$ cat src/rtl/rsa_pkg.sv
// rsa_pkg: shared FSM states and Montgomery multiplier sizing for the RSA modexp engine
package rsa_pkg;
  typedef enum logic [2:0] {IDLE, PRE_M, PRE_X, SQR, MUL, POST, DONE} state_t;
  function automatic int mul_lat(input int w);
    return w + 1;
  endfunction
  function automatic int acc_w(input int w);
    return w + 2;
  endfunction
endpackage

$ cat src/rtl/rsa_mont_mul.sv
// rsa_mont_mul: bit-serial Montgomery product r = a*b*2^-WIDTH mod p (in: start,a,b,p; out: done pulse, r)
module rsa_mont_mul
  import rsa_pkg::*;
#(
  parameter int WIDTH = 8
) (
  input  logic             clk,
  input  logic             rst,
  input  logic             en,
  input  logic             start,
  input  logic [WIDTH-1:0] a,
  input  logic [WIDTH-1:0] b,
  input  logic [WIDTH-1:0] p,
  output logic             done,
  output logic [WIDTH-1:0] r
);
  localparam int AW = acc_w(WIDTH);
  localparam int CW = $clog2(mul_lat(WIDTH) + 1);
  logic [WIDTH-1:0] a_q, b_q, p_q;
  logic [AW-1:0] u_q, s, t;
  logic [CW-1:0] cnt_q;
  always_comb begin
    s = u_q + (a_q[0] ? AW'(b_q) : '0);
    t = s + (s[0] ? AW'(p_q) : '0);
    done = cnt_q == CW'(1);
    r = WIDTH'(u_q >= AW'(p_q) ? u_q - AW'(p_q) : u_q);
  end
  always_ff @(posedge clk or posedge rst) begin
    if (rst) begin
      a_q <= '0;
      b_q <= '0;
      p_q <= '0;
      u_q <= '0;
      cnt_q <= '0;
    end else if (en) begin
      if (start) begin
        a_q <= a;
        b_q <= b;
        p_q <= p;
        u_q <= '0;
        cnt_q <= CW'(mul_lat(WIDTH));
      end else if (cnt_q != '0) begin
        cnt_q <= cnt_q - CW'(1);
        if (cnt_q > CW'(1)) begin
          u_q <= t >> 1;
          a_q <= a_q >> 1;
        end
      end
    end
  end
endmodule

$ cat src/rtl/rsa_modexp_engine.sv
// rsa_modexp_engine: C = M^E mod P by Montgomery square-and-multiply (in: start,en,P,E,M,Const=R^2 mod P; out: busy,eoc,err,C)
module rsa_modexp_engine
  import rsa_pkg::*;
#(
  parameter int WIDTH = 8
) (
  input  logic             clk,
  input  logic             rst,
  input  logic             en,
  input  logic             start,
  input  logic [WIDTH-1:0] P,
  input  logic [WIDTH-1:0] E,
  input  logic [WIDTH-1:0] M,
  input  logic [WIDTH-1:0] Const,
  output logic             busy,
  output logic             eoc,
  output logic             err,
  output logic [WIDTH-1:0] C
);
  localparam int IW = WIDTH > 1 ? $clog2(WIDTH) : 1;
  state_t state_q, state_d;
  logic [WIDTH-1:0] p_q, p_d, e_q, e_d, m_q, m_d, k_q, k_d, mb_q, mb_d, x_q, x_d, c_d;
  logic [WIDTH-1:0] mul_a, mul_b, mul_r;
  logic [IW-1:0] i_q, i_d;
  logic bad_q, bad_d, first_q, first_d, busy_d, eoc_d, err_d, mul_done;
  rsa_mont_mul #(.WIDTH(WIDTH)) u_mul (
    .clk(clk), .rst(rst), .en(en), .start(first_q),
    .a(mul_a), .b(mul_b), .p(p_q), .done(mul_done), .r(mul_r)
  );
  always_comb begin
    state_d = state_q;
    p_d = p_q;
    e_d = e_q;
    m_d = m_q;
    k_d = k_q;
    mb_d = mb_q;
    x_d = x_q;
    i_d = i_q;
    bad_d = bad_q;
    first_d = 1'b0;
    mul_a = state_q == PRE_M ? m_q : state_q == PRE_X ? WIDTH'(1) : state_q == MUL ? mb_q : x_q;
    mul_b = state_q inside {PRE_M, PRE_X} ? k_q : state_q == POST ? WIDTH'(1) : x_q;
    if (state_q inside {IDLE, DONE} && start) begin
      p_d = P;
      e_d = E;
      m_d = M;
      k_d = Const;
      i_d = IW'(WIDTH - 1);
      bad_d = !P[0] || P < WIDTH'(3) || M >= P || Const >= P;
      state_d = bad_d ? DONE : PRE_M;
      first_d = !bad_d;
    end else if (mul_done) begin
      case (state_q)
        PRE_M: begin
          mb_d = mul_r;
          state_d = PRE_X;
        end
        PRE_X: begin
          x_d = mul_r;
          state_d = SQR;
        end
        SQR: begin
          x_d = mul_r;
          state_d = e_q[i_q] ? MUL : i_q != '0 ? SQR : POST;
          i_d = !e_q[i_q] && i_q != '0 ? i_q - IW'(1) : i_q;
        end
        MUL: begin
          x_d = mul_r;
          state_d = i_q != '0 ? SQR : POST;
          i_d = i_q != '0 ? i_q - IW'(1) : i_q;
        end
        POST: begin
          x_d = mul_r;
          state_d = DONE;
        end
        default: state_d = state_q;
      endcase
      first_d = state_q != POST;
    end
    busy_d = !(state_q inside {IDLE, DONE});
    eoc_d = state_q == DONE;
    err_d = eoc_d && bad_q;
    c_d = eoc_d && !bad_q ? x_q : '0;
  end
  always_ff @(posedge clk or posedge rst) begin
    if (rst) begin
      state_q <= IDLE;
      p_q <= '0;
      e_q <= '0;
      m_q <= '0;
      k_q <= '0;
      mb_q <= '0;
      x_q <= '0;
      i_q <= '0;
      bad_q <= 1'b0;
      first_q <= 1'b0;
      busy <= 1'b0;
      eoc <= 1'b0;
      err <= 1'b0;
      C <= '0;
    end else if (en) begin
      state_q <= state_d;
      p_q <= p_d;
      e_q <= e_d;
      m_q <= m_d;
      k_q <= k_d;
      mb_q <= mb_d;
      x_q <= x_d;
      i_q <= i_d;
      bad_q <= bad_d;
      first_q <= first_d;
      busy <= busy_d;
      eoc <= eoc_d;
      err <= err_d;
      C <= c_d;
    end
  end
endmodule

$ cat config.mk
export PLATFORM = sky130hd
export DESIGN_NAME = rsa_modexp_engine
export DESIGN_NICKNAME = d
export VERILOG_FILES = /design/src/rtl/rsa_pkg.sv /design/src/rtl/rsa_mont_mul.sv /design/src/rtl/rsa_modexp_engine.sv
export SDC_FILE = /design/constraint.sdc
export NUM_CORES = 1
export LEC_CHECK = 0
export ABC_AREA = 0
export BUFFER_PORTS_ARGS = -buffer_cell sky130_fd_sc_hd__buf_2
export CORE_MARGIN = 4
export CORE_UTILIZATION = 60
export CTS_CLUSTER_DIAMETER = 120
export DETAILED_ROUTE_END_ITERATION = 10
export PLACE_DENSITY = 0.92
export RECOVER_POWER = 25
export SLEW_MARGIN = 15
export SYNTH_ARGS = -nofsm -noshare
export SYNTH_HDL_FRONTEND = slang
export SYNTH_SLANG_ARGS = --single-unit
$ cat constraint.sdc
create_clock -name clk -period 9.2 [get_ports clk]
set_input_delay 0.92 -clock clk [delete_from_list [all_inputs] [get_ports clk]]
set_output_delay 0.92 -clock clk [all_outputs]
set_load 0.1 [all_outputs]
==> out/metrics.cfg <==
[status]
outcome = finished with violations
violations = capacitance limit, slew limit

[placed_design]
hpwl_mm = 10.8
pre_cts_ws_ns = 5.79
gp_congestion = 0.933
dpl_cell_area_mm2 = 0.00654
io_buffers = 46

[cts]
cts-root-buf = clkbuf_8
worstSkewPairLatency_ns = 0.37
htree_levels = 3
cts.sinks = 104
numCtsBuffers = 9
cts_setup_buffers = 0
clockBufferDepth = 2
ctsResizeCount = 0
cts_tree = yes
clkTransAtPathRegs_ns = 0.11
cts_hold_buf = 0

[timing]
fin_setup_tns_ns = 0
skew_ns = 0.0132
rsz0062_at_grt = false
finalCriticalPeriod_ns = 5.34
setup_ws_ns = 3.86
hold_violations = 0
fmax_mhz = 187
drv_slew = 90
setup_violations = 0
worst_pin_slew_ns = 4.55
finalCritPeriodShare = 0.580
slew_headroom = -2.04

[global_route]
track_usage = 0.259
grt_max_degree = 90
grt_antenna_before_repair = 0
grt_overflow_total = 0
grt_use_met3 = 0.0495
grt_pass1_wl_mm = 24.7
top_usage_layer = met2
grt_pass1_vias = 5415
use_met1 = 0.333
grt_use_met2 = 0.429

[die]
rows = 36
dieWidth_um = 110
fp.dieH_um = 110
core-area_mm2 = 0.00995
initial_utilization = 0.628
ios = 47
die_area_mm2 = 0.0121

[synthesis]
syn-num-nets = 798
synthArstFlopShare = 1.00
synth_cell_types = 59
yosysWarnings = 0
avgSynthCellArea_um2 = 8.77
netlist_area_mm2 = 0.00625
synth_ff_type = dfrtp_1
yosysSeqAreaShare = 0.416
ys_ff_latch = 104
synth_edf_count = 0
syn_inst = 713

[route]
via_per_inst = 5.98
drt_iter0_drc = 416
vias = 5265
drtAntennaViolNets = 0
drt-total-wl_mm = 14.5
drc = 0
dr.pass1.iters = 4
wl_per_cell_um = 16.5

[job]
max-cap-violations = 1

[cells_and_area]
max_flop_register = u_mul.u_q
largest_reg_flops = 9
diodes = 0
area_delta_synth_final_pct = 7.83
drive_gt1_frac = 0.114
postLayoutCellArea_mm2 = 0.00674
nets = 828
fin_util = 0.677

[pwr]
ir_drop_v = 0.000172
leakage_nw = 3.27
power_density_mw_per_mm2 = 314

[worst_setup_path]
timing.rr.end = u_mul.u_q[7]$_DFFE_PP0P_
crit_required_ns = 8.62
worst-setup-path-type = in -> async
reg2reg_depth = 17
critical_path_arrival_ns = 4.76
cpMaxStageDelayCell = clkbuf_1
startpoint_type = primary input
critPathMaxFanout = 89
crit_chain = buf_2 > clkinvlp_2 > clkbuf_1
worst-r2r-setup-slack_ns = 5.72
critical_path.max_stage_delay_ns = 3.21
timing.rr.start = u_mul.a_q[0]$_DFFE_PP0P_
critPathCaptureType = asynchronous set/reset pin

[hold_path]
hold_start = e_q[7]$_DFFE_PP0P_
min_path_type = reg -> reg
min_to = e_q[7]$_DFFE_PP0P_
whs_path_depth = 2

==> Yosys cell counts, types with 11 or more instances <==
cell	number	share of area
xnor2_1	12	0.017
dfrtp_1	104	0.42
and2_1	16	0.016
nand2_1	137	0.082
mux2_2	11	0.020
clkbuf_1	22	0.013
inv_1	43	0.026
o22ai_1	14	0.014
mux2i_1	15	0.024
nor2_1	49	0.029
o21ai_0	17	0.014
o21ai_1	39	0.031
ha_1	46	0.092
a21oi_1	59	0.047
==> how the worst max path moves through the flow <==
stage,to,start,slack [ns],depth (start not counted)
6_report,e_q[0]$_DFFE_PP0P_,rst,3.86,3
5_1_grt,x_q[2]$_DFFE_PP0P_,rst,2.77,3
4_1_cts,u_mul.u_q[7]$_DFFE_PP0P_,u_mul.a_q[0]$_DFFE_PP0P_,5.76,17
3_5_place_dp,u_mul.u_q[7]$_DFFE_PP0P_,u_mul.a_q[0]$_DFFE_PP0P_,5.79,17
3_3_place_gp,u_mul.u_q[7]$_DFFE_PP0P_,u_mul.a_q[0]$_DFFE_PP0P_,5.96,17
2_1_floorplan,C[0]$_DFFE_PP0P_,rst,5.55,1
==> per-stage QoR <==
step | hold WS (ns) | total power [W] | std cells
3_3_place_gp | 0.450 | 0.00175 | 865
4_1_cts | 0.454 | 0.00210 | 881
5_1_grt | 0.524 | 0.00228 | 881
6_report | 0.492 | 0.00211 | 881
3_5_place_dp | 0.463 | 0.00182 | 865
2_1_floorplan | 0.437 | 0.00157 | 713
==> worst max-delay path, delay by kind of cell <==
kind / cells / cell delay (ns)
buffers and inverters: 3 / 3.72
==> report_power, final <==
group,internal (W),switching (W),total (W),leakage (nW)
clock network,0.000107,0.000172,0.000279,0.101
registers,0.000626,0.000203,0.000829,1.33
logic,0.000393,0.000613,0.00101,1.84
==> cell families after synthesis <==
kind of cell               after synthesis  synth area share
and+or+nand+nor                        259             0.185
AOI/OAI and AO/OA                      179             0.169
buffers and inverters                   73            0.0456
muxes                                   30            0.0559
xor gates and xnor gates                19            0.0266
adders and majority gates               49             0.102
DFF                                    104             0.416
==> layout make-up <==
type | count | area (µm²)
multi-input combinational | 536 | 3370
inverter | 45 | 170
sequential | 104 | 2600
clock buffer | 9 | 124
fill | 761 | 3220
timing repair buffer | 47 | 234
tap | 133 | 166
clock inverter | 7 | 73.8
==> layer usage <==
layer,up-vias,share of wire
met5,-,0
met4,0,0.029
met3,46,0.059
met2,184,0.48
met1,2506,0.43
li1,2529,-
==> placed cells by master, fill, tap and decap left out, drive strengths merged, types with 4 or more instances in the layout <==
master  Yosys  routed
nand2     138     138
dfrtp     104     104
a21oi      59      59
o21ai      56      56
nor2       51      51
inv        45      47
ha         46      46
buf         5      46
and2       16      16
mux2i      15      15
o22ai      14      14
mux2       13      13
xnor2      12      12
nor3       11      11
clkbuf     23      10
nand3      10      10
nand2b      8       8
a211oi      8       8
xor2        7       7
nand4       7       7
o21a        6       6
a21o        5       5
o31ai       5       5
a31oi       4       4
clkinv      0       4
No activity file was read; power rests on OpenSTA's default activity.
